File: src/rtl/guard_reset_pkg.sv
// Shared types for the guard reset sequencer: FSM state encoding, the latched cause
// record, and the timer-width helper.
package guard_reset_pkg;

  typedef enum logic [2:0] {
    GRS_IDLE,
    GRS_DRAIN,
    GRS_HOLD,
    GRS_RECOVER,
    GRS_DONE
  } grs_state_e;

  typedef struct packed {
    logic missed;
    logic rd;
    logic wr;
  } grs_cause_t;

  // The timer must hold the largest (count - 1) load value, and it is never narrower than 1 bit.
  function automatic int grs_timer_width(int a, int b, int c);
    int m;
    int w;
    m = a;
    if (b > m) m = b;
    if (c > m) m = c;
    w = $clog2(m);
    return (w < 1) ? 1 : w;
  endfunction

endpackage

File: src/rtl/guard_reset_timer.sv
// Loadable down-counter. It stops at zero and is shared by the DRAIN, HOLD and RECOVER
// phases of the guard reset sequencer.
module guard_reset_timer #(
  parameter int Width = 6
) (
  input  logic             clk_i,
  input  logic             rst_ni,
  input  logic             load_i,
  input  logic [Width-1:0] val_i,
  output logic             zero_o
);

  logic [Width-1:0] cnt_d, cnt_q;

  always_comb begin
    cnt_d = cnt_q;
    if (load_i) begin
      cnt_d = val_i;
    end else if (cnt_q != '0) begin
      cnt_d = cnt_q - 1'b1;
    end
  end

  // NOTE: state is updated only with non-blocking assignments and reset synchronously, so every flop samples pre-edge values.
  always_ff @(posedge clk_i) begin
    if (!rst_ni) cnt_q <= '0;
    else         cnt_q <= cnt_d;
  end

  assign zero_o = (cnt_q == '0);

endmodule

File: src/rtl/guard_reset_ctrl.sv
// Reset sequencer behind the AXI read/write guards: isolate, drain, hold, recover, done.
// Macro GUARD_RESET_AUTOCLR_EN makes DONE return to IDLE by itself after one cycle.
module guard_reset_ctrl
  import guard_reset_pkg::*;
#(
  parameter int DrainCycles   = 64,
  parameter int HoldCycles    = 16,
  parameter int RecoverCycles = 8,
  parameter int EvtCntWidth   = 8
) (
  input  logic                   clk_i,
  input  logic                   rst_ni,
  input  logic                   wr_reset_req_i,
  input  logic                   rd_reset_req_i,
  input  logic                   reset_clear_i,
  input  logic                   isolated_i,
  output logic                   isolate_o,
  output logic                   slv_rst_no,
  output logic                   guard_ena_o,
  output logic                   irq_o,
  output logic [2:0]             cause_o,
  output logic                   drain_timeout_o,
  output logic                   busy_o,
  output logic [EvtCntWidth-1:0] evt_cnt_o
);

  if (DrainCycles < 1 || HoldCycles < 1 || RecoverCycles < 1) begin : g_bad_cycles
    $error("guard_reset_ctrl: DrainCycles, HoldCycles and RecoverCycles must all be >= 1");
  end

  localparam int TimerW = grs_timer_width(DrainCycles, HoldCycles, RecoverCycles);
  localparam logic [TimerW-1:0] DrainLoad   = TimerW'(DrainCycles - 1);
  localparam logic [TimerW-1:0] HoldLoad    = TimerW'(HoldCycles - 1);
  localparam logic [TimerW-1:0] RecoverLoad = TimerW'(RecoverCycles - 1);

  grs_state_e             state_d, state_q;
  grs_cause_t             cause_d, cause_q;
  logic                   irq_d, irq_q;
  logic                   dto_d, dto_q;
  logic [EvtCntWidth-1:0] evt_d, evt_q;
  logic                   tmr_load;
  logic [TimerW-1:0]      tmr_val;
  logic                   tmr_zero;
  logic                   req;

  assign req = wr_reset_req_i | rd_reset_req_i;

  guard_reset_timer #(.Width(TimerW)) u_timer (
    .clk_i  (clk_i),
    .rst_ni (rst_ni),
    .load_i (tmr_load),
    .val_i  (tmr_val),
    .zero_o (tmr_zero)
  );

  // NOTE: every variable is given a default first, so no path through the case infers a latch.
  always_comb begin
    state_d  = state_q;
    cause_d  = cause_q;
    irq_d    = irq_q;
    dto_d    = dto_q;
    evt_d    = evt_q;
    tmr_load = 1'b0;
    tmr_val  = DrainLoad;

    // A request that arrives mid-sequence is only recorded. It never restarts the sequence.
    if (req && state_q != GRS_IDLE) cause_d.missed = 1'b1;

    case (state_q)
      GRS_IDLE: begin
        if (reset_clear_i) begin
          irq_d   = 1'b0;
          cause_d = '0;
        end
        if (req) begin
          cause_d  = '{missed: 1'b0, rd: rd_reset_req_i, wr: wr_reset_req_i};
          dto_d    = 1'b0;
          irq_d    = 1'b1;
          tmr_load = 1'b1;
          tmr_val  = DrainLoad;
          state_d  = GRS_DRAIN;
        end
      end
      GRS_DRAIN: begin
        if (isolated_i || tmr_zero) begin
          dto_d    = !isolated_i;
          tmr_load = 1'b1;
          tmr_val  = HoldLoad;
          state_d  = GRS_HOLD;
        end
      end
      GRS_HOLD: begin
        if (tmr_zero) begin
          tmr_load = 1'b1;
          tmr_val  = RecoverLoad;
          state_d  = GRS_RECOVER;
        end
      end
      GRS_RECOVER: begin
        if (tmr_zero) begin
          if (evt_q != '1) evt_d = evt_q + 1'b1;
          state_d = GRS_DONE;
        end
      end
      GRS_DONE: begin
`ifdef GUARD_RESET_AUTOCLR_EN
        state_d = GRS_IDLE;
`else
        if (reset_clear_i) state_d = GRS_IDLE;
`endif
        if (reset_clear_i) begin
          irq_d   = 1'b0;
          cause_d = '0;
        end
      end
      default: state_d = GRS_IDLE;
    endcase
  end

  always_ff @(posedge clk_i) begin
    if (!rst_ni) begin
      state_q <= GRS_IDLE;
      cause_q <= '0;
      irq_q   <= 1'b0;
      dto_q   <= 1'b0;
      evt_q   <= '0;
    end else begin
      state_q <= state_d;
      cause_q <= cause_d;
      irq_q   <= irq_d;
      dto_q   <= dto_d;
      evt_q   <= evt_d;
    end
  end

  assign isolate_o       = (state_q == GRS_DRAIN) || (state_q == GRS_HOLD) || (state_q == GRS_RECOVER);
  assign slv_rst_no      = (state_q != GRS_HOLD);
  assign guard_ena_o     = (state_q == GRS_IDLE) || (state_q == GRS_DONE);
  assign busy_o          = (state_q != GRS_IDLE);
  assign irq_o           = irq_q;
  assign cause_o         = cause_q;
  assign drain_timeout_o = dto_q;
  assign evt_cnt_o       = evt_q;

endmodule

File: config.mk
export PLATFORM = sky130hd
export DESIGN_NAME = guard_reset_ctrl
export DESIGN_NICKNAME = d
export VERILOG_FILES = /design/src/rtl/guard_reset_pkg.sv /design/src/rtl/guard_reset_timer.sv /design/src/rtl/guard_reset_ctrl.sv
export SDC_FILE = /design/constraint.sdc
export NUM_CORES = 1
export LEC_CHECK = 0
export ABC_AREA = 1
export BUFFER_PORTS_ARGS = -buffer_cell sky130_fd_sc_hd__buf_2
export CAP_MARGIN = 20
export CELL_PAD_IN_SITES_DETAIL_PLACEMENT = 1
export CELL_PAD_IN_SITES_GLOBAL_PLACEMENT = 2
export CORE_MARGIN = 8
export CORE_UTILIZATION = 26
export CTS_CLUSTER_SIZE = 40
export DETAILED_ROUTE_END_ITERATION = 8
export PLACE_DENSITY = 0.76
export SLEW_MARGIN = 15
export SYNTH_ARGS = -nofsm -noshare
export SYNTH_HDL_FRONTEND = slang
export SYNTH_HIERARCHICAL = 1
export SYNTH_SLANG_ARGS = --single-unit
File: constraint.sdc
create_clock -name clk_i -period 1.8 [get_ports clk_i]
set_clock_uncertainty 0.1 [all_clocks]
set_input_delay 0.36 -clock clk_i [delete_from_list [all_inputs] [get_ports clk_i]]
set_output_delay 0.36 -clock clk_i [all_outputs]
set_load 0.02 [all_outputs]
==> Word level (Yosys, flattened, before mapping) <==
Index checks and enable logic that the tools add are counted.
{ "totals": {"in_bits": 6, "ff_bits": 22, "out_inout_bits": 17} }
{ "op_classes": {"n_eq_ne": 11, "muxes": 25, "reduce_logical": 16, "n_bitwise": 1, "add_sub_neg": 2} }
{ "ops": {"columns": ["op", "count"], "rows": [
  ["6-bit two-way mux", 4],
  ["3-bit two-way mux", 7],
  ["3-bit one-hot mux with 5 select lines", 1],
  ["6-bit one-hot mux with 2 select lines", 1],
  ["2-bit inequality test (second input constant)", 5],
  ["8-bit by 1-bit adder with 8-bit output (second input constant)", 1],
  ["1-bit two-way mux", 8],
  ["8-bit inequality test (second input constant)", 1],
  ["3-bit by 2-bit == test with 1-bit output (second input constant)", 2],
  ["6-bit zero test", 1],
  ["3-bit one-hot mux with 2 select lines", 1],
  ["3-bit AND reduction", 2],
  ["2-bit nonzero test", 3],
  ["6-bit nonzero test", 1],
  ["6-bit by 1-bit subtractor with 6-bit output (second input constant)", 1],
  ["5-bit AND reduction", 1],
  ["1-bit logical OR", 4],
  ["1-bit one-hot mux with 2 select lines", 2],
  ["3-bit by 1-bit == test with 1-bit output (second input constant)", 1],
  ["3-bit == test (second input constant)", 1],
  ["3-bit zero test", 1],
  ["3-bit by 2-bit inequality test with 1-bit output (second input constant)", 1],
  ["1-bit one-hot mux with 3 select lines", 1],
  ["3-bit nonzero test", 1],
  ["other kinds (3)", 3]
]} }

==> Depth between registers and ports, before layout <==
Gate-level depths: netlist (run 1).
{ "logic_depth": {"depth_word": 6, "mapped_depth": 14, "mapped_depth_nobuf": 13} }

==> By module <==
Netlist (run 1), hierarchy kept.
{ "by_module_without_submodules": {"columns": ["mod", "n_inst", "area_each_um2", "cells_each", "seq_area_each_um2"], "rows": [
  ["guard_reset_ctrl", 1, 857.1, 133, 320.3],
  ["guard_reset_timer", 1, 402.9, 61, 120.1]
]} }

==> Least setup slack after synthesis (run 1) <==
No wires, ideal clock.
{ "synth_path": {"path_kind": "register -> register", "start": "register u_timer.cnt_q[0]", "end": "register u_timer.cnt_q[0]", "path_buffers": 1, "stages_incl_launch_ff": 15, "arrival_ns": 1.661, "setup_slack_ns": -0.030, "cell_sequence": "dfxtp_1 inv_1 ha_1 nand3_1 inv_1 nor2_1 o21ai_0 inv_1 nand2_1 buf_6 inv_2 nand4_4 clkinv_1 nand2_1 a21oi_1"} }
{ "synth_via": {"elab_chain_len": 5} }
{ "synth_lines": {"columns": ["element", "line_no", "text"], "rows": [
  ["from (decl)", "guard_reset_timer.sv:13", "logic [Width-1:0] cnt_d, cnt_q;"],
  ["from (signal assigned)", "guard_reset_timer.sv:27", "else cnt_q <= cnt_d;"],
  ["6-bit zero test *", "guard_reset_timer.sv:30", "assign zero_o = (cnt_q == '0);"],
  ["net tmr_zero", "guard_reset_ctrl.sv:43", "logic tmr_zero;"],
  ["1-bit logical OR", "guard_reset_ctrl.sv:85", "if (isolated_i || tmr_zero) begin"],
  ["1-bit two-way mux", "guard_reset_ctrl.sv:85", null],
  ["1-bit one-hot mux with 3 select lines *", "guard_reset_ctrl.sv:69", "case (state_q)"],
  ["net tmr_load", "guard_reset_ctrl.sv:41", "logic tmr_load;"],
  ["6-bit two-way mux / 2-bit nonzero test (equally long branches)", null, null]
]} }
The timed path passes the listed nets; every way through them passes the cells marked *. The select of a mux whose other input is x is not followed.
A chain may end at the register's enable or synchronous reset.

==> Worst setup path in the final report (run 1) <==
{ "layout_path": {"start": "register u_timer.cnt_q[1]", "end": "register u_timer.cnt_q[5]"} }
{ "layout_via": {"elab_chain_len": 5} }
{ "layout_lines": {"columns": ["element", "line_no"], "rows": [
  ["6-bit zero test *", "guard_reset_timer.sv:30"],
  ["net tmr_zero", "guard_reset_ctrl.sv:43"],
  ["1-bit logical OR", "guard_reset_ctrl.sv:85"],
  ["1-bit two-way mux / 6-bit two-way mux (equally long branches)", "guard_reset_ctrl.sv:85"],
  ["1-bit one-hot mux with 3 select lines / 6-bit one-hot mux with 2 select lines (equally long branches)", "guard_reset_ctrl.sv:69"],
  ["6-bit two-way mux / 2-bit nonzero test (equally long branches)", null]
]} }
Marked as above.

==> impl_summary.txt, run 1 <==
----------------------------------------------------
[Outcome]
  Outcome ... finished clean

[Setup path]
  Critical path's largest stage delay ... 330 ps
  Crit path cell chain ... inv_2, ha_4, nand3_2, inv_2, nand3_2, o21ai_2, inv_2, buf_4, buf_4, o211ai_1, nor2_1
  Critical-path cell with the highest stage delay ... sky130_fd_sc_hd__dfxtp_2
  Required time worst endpoint ... about 1900 ps
  Arrival time reported for the critical path endpoint ... approximately 1800 ps
  Number of buffers and inverters on the critical path ... 5
  Crit. End Element ... register
  Kind of cell with the highest combined delay on the critical path ... buffers and inverters
  Crit path top cell by count ... sky130_fd_sc_hd__inv_2
  Crit Path Max Fanout ... 3
  Critical path start-end classification ... reg2reg
  Startpoint types ... register

[Global routing]
  Largest net degree at the start of global routing ... 14
  Vias in the first global route ... approximately 1400
  GR Overflow Total ... 0
  Global-route total usage across every layer ... 10.2%
  Wire length of the first global-routing pass ... 6080 µm
  Number of antenna violations at the first check in global routing ... 0

[CTS]
  Clock tree sinks ... 22
  Root Buffer ... sky130_fd_sc_hd__clkbuf_8
  Source-to-sink clock delay at the later pin of the worst-skew pair ... 270 ps
  Buffer levels on the longest clock path ... 2
  Inserted Clock Buffers ... 3
  Clock transition at path regs ... 90 ps
  TritonCTS clock tree ... done
  Deepest level of the CTS H-tree ... 1

[Route]
  Mean routed wirelength per cell ... 11.8 µm
  Routed wire length ... 3490 µm
  Via density per instance ... between 4 and 5
  Number of optimization iterations in the first detailed-route pass ... 3
  Number of routed nets with antenna violations ... 0
  First DRT Iteration DRCs ... 25
  Via Count ... between 1000 and 1500
  DRC violation count after routing ... 0

[Pwr]
  Worst VDD drop ... 419 µV
  Cell Pwr Density ... ~1600 mW/mm²
  Tot Pwr ... approximately 0.0028 W
  Leakage power total ... between 0.8 and 0.9 nW

[Logic synthesis]
  Number of enable-type register cells in the synthesized netlist ... 0
  Share of the yosys chip area belonging to registers ... 35.0%
  Mean instance size in the synthesized netlist ... roughly 6.5 µm²
  Most instantiated library cell after synthesis ... sky130_fd_sc_hd__nand2_1
  Ys flop type ... sky130_fd_sc_hd__dfxtp_1
  Cell type with the largest total area after synthesis ... sky130_fd_sc_hd__dfxtp_1
  Share of synthesized flip-flops with an asynchronous set or reset ... 0%
  Commonest cells post-synth ... 58 x sky130_fd_sc_hd__nand2_1, 27 x sky130_fd_sc_hd__inv_1, 25 x sky130_fd_sc_hd__nor2_1
  Post-synth top area share ... around a third
  Warnings, synthesis ... 6
  FF+latch count, synth ... 22
  Largest cells by area after synthesis ... sky130_fd_sc_hd__dfxtp_1 35%, sky130_fd_sc_hd__nand2_1 17%, sky130_fd_sc_hd__inv_1 8.0%, sky130_fd_sc_hd__nor2_1 7.4%, sky130_fd_sc_hd__a21oi_1 6.4%
  Unique cell type count in the Yosys netlist ... 25
  Summed instance area of the synthesized netlist ... roughly 0.0013 mm²
  Instance count of the mapped netlist ... just under 200

[STA]
  Final hold viol count ... 0
  Final period demand of the worst path ... ~1700 ps
  Worst-case hold slack ... ~280 ps
  F_max ... roughly 590 MHz
  Endpoints failing setup ... 0
  Final worst-path cycle share ... a little over nine tenths
  Final number of max-transition violations ... 0
  Fin worst setup slack ... 102 ps

[Finish]
  Count of filler cells inserted in the layout ... 621
  N_diodes ... 0
  Final nets ... 251
  Fraction of final layout cells sized beyond drive strength 1 ... 29.5%
  Cell area after layout ... about 0.0017 mm²
  Layout overhead on the synthesized area ... 35.5%

[Floorplan]
  Top Ports ... 23
  Die height ... roughly 86 µm
  Width of the chip ... about 86 µm
  Total core area ... 0.00469 mm²
  Cell row count ... 25
  Starting Density ... a little over a quarter
  Total Die Area ... between 0.007 and 0.008 mm²

[Place]
  Final HPWL DP ... approximately 2800 µm
  Quantity of I/O buffers inserted on ports ... 22
  Area after DPL ... 0.00156 mm²
  Gp weighted congestion ... around 0.7
  Worst slack after detailed placement ... -77.7 ps

[Job]
  Maximum capacitance violations ... 0

[Worst hold path]
  Min-Delay Path Class ... in2reg

----------------------------------------------------
==> per-layer routing <==
metal	global-route usage [%]	part of all wire (%)	up-vias
met5	0	0	-
met4	3.82	0.77	0
met3	2.29	2.3	2
met2	17.2	47	12
met1	12.1	50	578
li1	-	-	700
==> placed cells by master, fill, tap and decap left out, types with 2 or more instances in the layout <==
cell / instances
sky130_fd_sc_hd__a21oi_1: 15
sky130_fd_sc_hd__buf_2: 22
sky130_fd_sc_hd__buf_4: 21
sky130_fd_sc_hd__clkbuf_8: 3
sky130_fd_sc_hd__conb_1: 3
sky130_fd_sc_hd__dfxtp_1: 20
sky130_fd_sc_hd__dfxtp_2: 2
sky130_fd_sc_hd__ha_1: 2
sky130_fd_sc_hd__inv_1: 23
sky130_fd_sc_hd__inv_2: 4
sky130_fd_sc_hd__inv_4: 2
sky130_fd_sc_hd__nand2_1: 57
sky130_fd_sc_hd__nand2_4: 2
sky130_fd_sc_hd__nand3_1: 11
sky130_fd_sc_hd__nand3_2: 3
sky130_fd_sc_hd__nand4_1: 2
sky130_fd_sc_hd__nor2_1: 24
sky130_fd_sc_hd__nor2_4: 4
sky130_fd_sc_hd__nor3_1: 2
sky130_fd_sc_hd__o211ai_1: 2
sky130_fd_sc_hd__o21ai_0: 5
sky130_fd_sc_hd__xor2_1: 3
==> registers in the layout (all words and copies together), names as in the netlist <==
| register | cells |
|---|---|
| u_timer/cnt_q | 6 |
| cause_o | 3 |
| state_q | 3 |
| evt_cnt_o | 8 |
| irq_o | 1 |
| drain_timeout_o | 1 |
==> report_power, final <==
part | leakage, nW | switching, W | internal [W]
combinational | 0.625 | 0.000906 | 0.000685
clock | 0.0357 | 0.000175 | 0.000297
sequential | 0.181 | 0.000111 | 0.000607
==> final cells by class <==
class	count	area (µm²)	area share [%]
tap	54	67.6	3.96
clock inverter	1	30.0	1.76
clock buffer	3	41.3	2.42
multi-input combinational	142	738	43.3
sequential	22	443	26.0
inverter	30	119	6.96
timing repair buffer	43	268	15.7
==> what timing repair did <==
item                                    4_1_cts  5_1_grt
pin swaps                                     3        4
resized for setup                             7       11
endpoints found under the setup margin        6       10
buffers inserted                              2        2
hold buffers                                  0        0
==> path summary, 6_finish.rpt <==
| path | depth (start not counted) | end | start | slack, ps |
|---|---|---|---|---|
| setup / recovery | 11 | u_timer/cnt_q[5]$_SDFFE_PN0P_ | u_timer/cnt_q[1]$_SDFFE_PN0P_ | 100 |
| setup reg to reg | 11 | u_timer/cnt_q[5]$_SDFFE_PN0P_ | u_timer/cnt_q[1]$_SDFFE_PN0P_ | 100 |
| hold reg to reg | 2 | drain_timeout_o$_SDFFE_PN0P_ | drain_timeout_o$_SDFFE_PN0P_ | 370 |
| hold / removal | 3 | cause_o[0]$_SDFFE_PN0N_ | wr_reset_req_i | 280 |
==> tightest hold or removal path, cell delays in order <==
cell and delay [ps]:
sky130_fd_sc_hd__buf_2 100, sky130_fd_sc_hd__nand2_1 80, sky130_fd_sc_hd__a21oi_1 60
==> stage by stage <==
stage,instances,util (%),setup TNS (ps)
after floorplan,196,-,0
after global placement,287,33.2,-47.3
after detailed placement,287,33.2,-220
after CTS,293,35.3,0
after global routing,295,36.4,-0.164
final,295,36.4,0
==> cells by family (layout without fill, tap and decap cells) <==
| group | count (synthesis) | count (layout) | synth area share, % |
|---|---|---|---|
| and+or+nand+nor | 108 | 108 | 38.7 |
| buffers and inverters | 32 | 77 | 10.6 |
| AOI/OAI and AO/OA | 25 | 25 | 10.3 |
| DFF | 22 | 22 | 35.0 |
| adders and majority gates | 3 | 3 | 2.98 |
| xor gates and xnor gates | 3 | 3 | 2.09 |
| other | 1 | 3 | 0.298 |
No activity file was read; power rests on OpenSTA's default activity.
==> run 2, diff against run 1 <==
Settings changed: RECOVER_POWER set to 100.
==> run 2 against run 1 <==
  * Critical path depth fell by 7
  * Sequential share of layout area rose by 0.37 points
  * Clock power is essentially flat
  * Core utilization decreased by 0.51 points
  * Sequential cell count stayed put
  * Critical endpoint is now isolate_o
  * Via count did not move
  * Fmax is 0.85% lower
  * Highest routed layer unchanged
  * First-iteration DRC count rose by 8.0%
==> impl_summary.txt, run 2 (synthesis results as in run 1) <==
----------------------------------------------------
[CTS]
  Deepest level of the CTS H-tree ... 1
  TritonCTS clock tree ... done
  Source-to-sink clock delay at the later pin of the worst-skew pair ... around 270 ps
  Root Buffer ... sky130_fd_sc_hd__clkbuf_8
  Buffer levels on the longest clock path ... 2
  Inserted Clock Buffers ... 3
  Clock transition at path regs ... 90 ps
  Clock tree sinks ... 22

[Pwr]
  Internal power component ... approximately 0.0016 W
  Part of the power in combinational logic ... around 57%
  Worst VDD drop ... approximately 410 µV
  Cell Pwr Density ... approximately 1600 mW/mm²
  Fraction of power spent switching nets ... between 40% and 50%
  Clock power share ... 17.2%
  Tot Pwr ... 0.00274 W
  Seq pwr share ... about a quarter
  Leakage power total ... between 0.7 and 0.8 nW
  Switching power ... approximately 0.0012 W

[Setup path]
  Crit. End Element ... primary output
  Cell depth of the worst flop-to-flop path ... 11
  Internal reg-to-reg setup slack ... around 100 ps
  R2R Path Start ... u_timer/cnt_q[1]$_SDFFE_PN0P_
  Critical path start-end classification ... reg2out
  Origin of the worst setup path ... state_q[1]$_SDFFE_PN0P_
  Capture instance of the worst register-to-register path ... u_timer/cnt_q[5]$_SDFFE_PN0P_
  Required time worst endpoint ... roughly 1300 ps
  Crit Path Max Fanout ... 6
  Startpoint types ... register
  Arrival time reported for the critical path endpoint ... about 1300 ps

[Worst hold path]
  Hold depth ... 3
  Launch instance of the worst min-delay path ... wr_reset_req_i
  End of the worst hold path ... cause_o[0]$_SDFFE_PN0N_
  Min-Delay Path Class ... in2reg

[Outcome]
  Outcome ... finished clean

[Global routing]
  Vias in the first global route ... approximately 1400
  Number of antenna violations at the first check in global routing ... 0
  Wire length of the first global-routing pass ... roughly 6000 µm
  GR Overflow Total ... 0
  Largest net degree at the start of global routing ... 14
  Global-route total usage across every layer ... between 10% and 20%

[Job]
  Maximum capacitance violations ... 0

[Route]
  Mean routed wirelength per cell ... approximately 12 µm
  Number of routed nets with antenna violations ... 0
  DRC violation count after routing ... 0
  Routed wire length ... roughly 3500 µm
  Number of optimization iterations in the first detailed-route pass ... 3
  Via Count ... 1292
  First DRT Iteration DRCs ... 27
  Via density per instance ... about 4.4

[Floorplan]
  Cell row count ... 25
  Starting Density ... a little over a quarter
  Total Die Area ... 0.00733 mm²
  Width of the chip ... ~86 µm
  Total core area ... between 0.004 and 0.005 mm²
  Die height ... between 80 and 90 µm
  Top Ports ... 23

[STA]
  Worst-case hold slack ... ~280 ps
  Endpoints failing setup ... 0
  Final number of max-transition violations ... 0
  Final worst-path cycle share ... 95.2%
  Final period demand of the worst path ... roughly 1700 ps
  Final hold viol count ... 0
  F_max ... ~600 MHz

[Finish]
  N_diodes ... 0
  Flip-flop count of the largest register, all copies and words added ... 8
  Most common cell after layout, fill and taps aside ... sky130_fd_sc_hd__nand2_1
  Fraction of final layout cells sized beyond drive strength 1 ... a little under a quarter
  Layout overhead on the synthesized area ... 33.6%
  Final nets ... 251
  Most frequent cells in the layout ... 57 x sky130_fd_sc_hd__nand2_1, 24 x sky130_fd_sc_hd__nor2_1, 23 x sky130_fd_sc_hd__inv_1

[Place]
  Final HPWL DP ... 2760 µm
  Gp weighted congestion ... 0.721
  Quantity of I/O buffers inserted on ports ... 22

----------------------------------------------------
-- run 2: changes by cell type in the layout (fill, tap and decap cells not counted) --
cell,before,now
sky130_fd_sc_hd__buf_2,22,7
sky130_fd_sc_hd__clkbuf_1,0,15
sky130_fd_sc_hd__buf_4,21,19
sky130_fd_sc_hd__clkbuf_2,0,1
sky130_fd_sc_hd__clkbuf_4,0,1
sky130_fd_sc_hd__inv_2,4,5
sky130_fd_sc_hd__inv_4,2,1
-- run 2: how the worst max path moves through the flow --
| stage | to |
|---|---|
| after floorplan | u_timer/cnt_q[0]$_SDFFE_PN0P_ |
| after global placement | u_timer/cnt_q[0]$_SDFFE_PN0P_ |
| after detailed placement | u_timer/cnt_q[0]$_SDFFE_PN0P_ |
| after CTS | u_timer/cnt_q[5]$_SDFFE_PN0P_ |
| after global routing | u_timer/cnt_q[5]$_SDFFE_PN0P_ |
| final | isolate_o |
-- run 2: per-layer routing --
metal	wire length, µm	up-vias	GRT usage (%)
met1	1720	578	12.1
met3	91	2	2.29
met2	1640	12	17.2
met5	0	-	0
met4	27	0	3.82
li1	-	700	-
-- run 2: timing repair --
item                       in CTS  in global routing
resized for setup               7                 11
cloned                          0                  0
hold buffers                    0                  0
setup endpoints to repair       6                 10
buffers inserted                2                  2
pin swaps                       3                  4
-- run 2: worst max-delay path, cell delays in order (launching register included) --
cell and delay (ps):
sky130_fd_sc_hd__dfxtp_1 510, sky130_fd_sc_hd__nor2_4 50, sky130_fd_sc_hd__clkbuf_1 160, sky130_fd_sc_hd__nor2_1 100, sky130_fd_sc_hd__buf_2 170
-- run 2: per-stage QoR --
| stage | setup TNS, ps | area (µm²) | instances | utilization, % | worst slack [ps] |
|---|---|---|---|---|---|
| 3_5_place_dp | -220 | 1560 | 287 | 33.2 | -77.7 |
| 5_1_grt | -0.159 | 1680 | 295 | 35.9 | -0.159 |
| 3_3_place_gp | -47.3 | 1560 | 287 | 33.2 | -28.3 |
| 4_1_cts | 0 | 1660 | 293 | 35.3 | 11.6 |
| 6_report | 0 | 1680 | 295 | 35.9 | 87.1 |
| 2_1_floorplan | 0 | 1270 | 196 | - | 11.0 |
-- run 2: power by group through the flow --
stage | logic [W] | registers, W | clock network, W
2_1_floorplan | 0.000882 | 0.000755 | 0
3_3_place_gp | 0.00143 | 0.000720 | 0
3_5_place_dp | 0.00143 | 0.000723 | 0
4_1_cts | 0.00151 | 0.000715 | 0.000493
5_1_grt | 0.00175 | 0.000740 | 0.000511
6_report | 0.00155 | 0.000719 | 0.000472
-- run 2: layout make-up --
type / count / area [µm²]
clock buffers: 3 / 41.3
clock inverters: 1 / 30.0
fillers: 618 / 3010
inverters: 30 / 116
multi-input cells: 142 / 738
flip-flops and latches: 22 / 443
well taps: 54 / 67.6
repair buffers: 43 / 246
==> run 3, diff against run 2 <==
Settings changed: CORE_UTILIZATION 26 to 27, CTS_CLUSTER_DIAMETER set to 50, SYNTH_HIERARCHICAL 1 to unset.
==> run 3 against run 2 <==
  * Fmax rose by 1.7%
  * Clock power fell by 22%
  * Critical endpoint is now slv_rst_no
  * Critical path type unchanged
  * Core utilization fell by 3.2 points
  * Final cell count fell by 15%
  * Register-to-register slack improved by 110 ps
==> impl_summary.txt, run 3 <==
----------------------------------------------------
[Logic synthesis]
  Cell type with the largest total area after synthesis ... sky130_fd_sc_hd__dfxtp_1
  FF+latch count, synth ... 22
  Number of enable-type register cells in the synthesized netlist ... 0
  Summed instance area of the synthesized netlist ... between 0.001 and 0.0015 mm²
  Fraction of synthesized area in multiplexers ... 0%
  Commonest cells post-synth ... 42 x sky130_fd_sc_hd__nand2_1, 24 x sky130_fd_sc_hd__inv_1, 22 x sky130_fd_sc_hd__dfxtp_1
  Largest family of logic cells by synthesized area ... simple AND/OR/NAND/NOR gates
  Syn Nets ... approximately 180
  Mean instance size in the synthesized netlist ... 7.08 µm²
  Ys flop type ... sky130_fd_sc_hd__dfxtp_1
  Share of synthesized flip-flops with an asynchronous set or reset ... 0%
  Warnings, synthesis ... 0
  Adder-cell area share of the yosys netlist ... 3.03%
  Largest cells by area after synthesis ... sky130_fd_sc_hd__dfxtp_1 36%, sky130_fd_sc_hd__nand2_1 13%, sky130_fd_sc_hd__inv_1 7.3%, sky130_fd_sc_hd__a21oi_1 6.9%, sky130_fd_sc_hd__xor2_1 4.2%
  Post-synth top area share ... 35.6%
  Share of the yosys chip area belonging to registers ... 35.6%
  Unique cell type count in the Yosys netlist ... 28
  Most instantiated library cell after synthesis ... sky130_fd_sc_hd__nand2_1
  XOR/XNOR Fraction of Synth Area ... about 4.9%
  Post-synthesis share of cell area spent on and, or, nand and nor gates ... ~32%
  Compound-cell area share of the yosys netlist ... 13.4%
  Instance count of the mapped netlist ... between 150 and 200

[Route]
  Via Count ... 1151
  Mean routed wirelength per cell ... between 10 and 15 µm
  Routed wire length ... around 3400 µm
  Via density per instance ... between 4 and 5
  First DRT Iteration DRCs ... 32
  Number of routed nets with antenna violations ... 0
  DRC violation count after routing ... 0
  Number of optimization iterations in the first detailed-route pass ... 4

[Setup path]
  Cell depth of the worst flop-to-flop path ... 9
  R2R Path Start ... state_q[2]$_SDFFE_PN0P_
  Startpoint types ... register
  Internal reg-to-reg setup slack ... between 200 and 250 ps
  Arrival time reported for the critical path endpoint ... approximately 1200 ps
  Required time worst endpoint ... 1340 ps
  Origin of the worst setup path ... state_q[2]$_SDFFE_PN0P_
  Crit. End Element ... primary output
  Critical path start-end classification ... reg2out
  Capture instance of the worst register-to-register path ... u_timer.cnt_q[3]$_SDFFE_PN0P_
  Crit Path Max Fanout ... 6

[Finish]
  Area taken by flip-flops and latches ... approximately 440 µm²
  Flip-flop count of the largest register, all copies and words added ... 8
  Total area of multi-input combinational cells ... 674 µm²
  Final nets ... 208
  N_diodes ... 0
  Most common cell after layout, fill and taps aside ... sky130_fd_sc_hd__nand2_1
  Share of the core filled with cells in the final layout ... 32.7%
  Fraction of final layout cells sized beyond drive strength 1 ... approximately 16%
  Layout overhead on the synthesized area ... 15.8%
  Most frequent cells in the layout ... 42 x sky130_fd_sc_hd__nand2_1, 24 x sky130_fd_sc_hd__inv_1, 22 x sky130_fd_sc_hd__dfxtp_1
  Count of filler cells inserted in the layout ... 573

[STA]
  Worst max-slew margin expressed relative to the limit ... a little over two thirds
  Final period demand of the worst path ... 1680 ps
  Setup repair after global routing missed its margin ... no
  Final hold viol count ... 0
  Worst slew pin tran ... between 400 and 500 ps
  Fin Setup TNS ... 0 ps
  F_max ... 594 MHz
  Final number of max-transition violations ... 0
  Endpoints failing setup ... 0
  Final worst-path cycle share ... 93.5%

[Place]
  Final HPWL DP ... around 2700 µm
  Quantity of I/O buffers inserted on ports ... 22
  Gp weighted congestion ... between 0.7 and 0.8

[CTS]
  Root Buffer ... sky130_fd_sc_hd__clkbuf_8
  Buffer levels on the longest clock path ... 2
  TritonCTS clock tree ... done
  Inserted Clock Buffers ... 3
  Clock tree sinks ... 22
  Source-to-sink clock delay at the later pin of the worst-skew pair ... approximately 260 ps
  Deepest level of the CTS H-tree ... 1
  Clock transition at path regs ... approximately 80 ps
  Number of resized instances in the post-cts repair step ... 0
  Setup bufs post-CTS ... 0
  Number of hold buffers added after CTS ... 0

[Global routing]
  Global-route total usage across every layer ... 9.92%
  Largest net degree at the start of global routing ... 14
  Number of antenna violations at the first check in global routing ... 0
  Wire length of the first global-routing pass ... approximately 5900 µm
  GR Overflow Total ... 0
  Vias in the first global route ... 1268

[Pwr]
  Switching power ... 0.000711 W
  Cell Pwr Density ... roughly 1200 mW/mm²
  Internal power component ... 0.000983 W
  Fraction of power spent switching nets ... 42.0%
  Part of the power in combinational logic ... slightly above 40%
  Leakage power total ... 0.619 nW
  Seq pwr share ... 37.0%
  Worst VDD drop ... slightly below 400 µV
  Clock power share ... a little over a fifth

[Floorplan]
  Die height ... between 80 and 90 µm
  Total Die Area ... 0.00701 mm²
  Starting Density ... between 20 and 30%
  Cell row count ... 24
  Total core area ... about 0.0044 mm²
  Top Ports ... 23
  Width of the chip ... between 80 and 90 µm

[Worst hold path]
  End of the worst hold path ... cause_o[1]$_SDFFE_PN0N_
  Min-Delay Path Class ... in2reg
  Launch instance of the worst min-delay path ... rd_reset_req_i
  Hold depth ... 3

[Outcome]
  Outcome ... finished clean

[Job]
  Maximum capacitance violations ... 0

----------------------------------------------------
==> run 3: worst max path at each step <==
stage	endpoint	depth (start not counted)
after global routing	u_timer.cnt_q[3]$_SDFFE_PN0P_	10
after CTS	evt_cnt_o[7]$_SDFFE_PN0P_	8
after detailed placement	evt_cnt_o[7]$_SDFFE_PN0P_	8
after global placement	evt_cnt_o[7]$_SDFFE_PN0P_	8
after floorplan	evt_cnt_o[3]$_SDFFE_PN0P_	8
final	slv_rst_no	3
==> run 3: logic make-up after synthesis <==
family,after synthesis
AO/OA/AOI/OAI,28
adder cells (fa/ha/maj),3
XOR/XNOR,7
AND/OR/NAND/NOR,84
buffers and inverters,31
flip-flops,22
==> run 3: final cells by class <==
cell class	count	share of cell area, %
clock buffers	4	3.84
inverters	27	7.07
multi-input cells	122	47.0
flip-flops and latches	22	30.7
well taps	52	4.54
repair buffers	23	6.81
==> run 3: stage by stage <==
step                area (µm²)  cells  hold WS, ps  power, W  worst slack, ps
finish                    1430    250          268   0.00169              116
global route              1430    250          278   0.00183             22.8
CTS                       1450    250          265   0.00172             59.3
detailed placement        1390    246          354   0.00135             84.1
global placement          1390    246          351   0.00130              182
floorplan                 1240    175          407   0.00115              268
==> run 3: per-layer routing <==
| layer | vias up | GRT usage, % | share of wire (%) |
|---|---|---|---|
| li1 | 591 | - | - |
| met1 | 545 | 10.7 | 44 |
| met2 | 11 | 18.3 | 52 |
| met3 | 4 | 2.25 | 2.6 |
| met4 | 0 | 3.30 | 0.77 |
| met5 | - | 0 | 0 |
==> run 3: power by group through the flow <==
| stage | Sequential [W] | Combinational, W | Clock, W |
|---|---|---|---|
| final | 0.000626 | 0.000699 | 0.000369 |
| after global routing | 0.000636 | 0.000794 | 0.000405 |
| after detailed placement | 0.000637 | 0.000712 | 0 |
| after floorplan | 0.000651 | 0.000502 | 0 |
| after global placement | 0.000628 | 0.000677 | 0 |
| after CTS | 0.000626 | 0.000715 | 0.000384 |
==> run 3: worst max-delay path, cell delays in order (launching register included) <==
cell	delay, ps
sky130_fd_sc_hd__dfxtp_1	510
sky130_fd_sc_hd__nor2_4	90
sky130_fd_sc_hd__nand2_2	110
sky130_fd_sc_hd__clkbuf_1	250
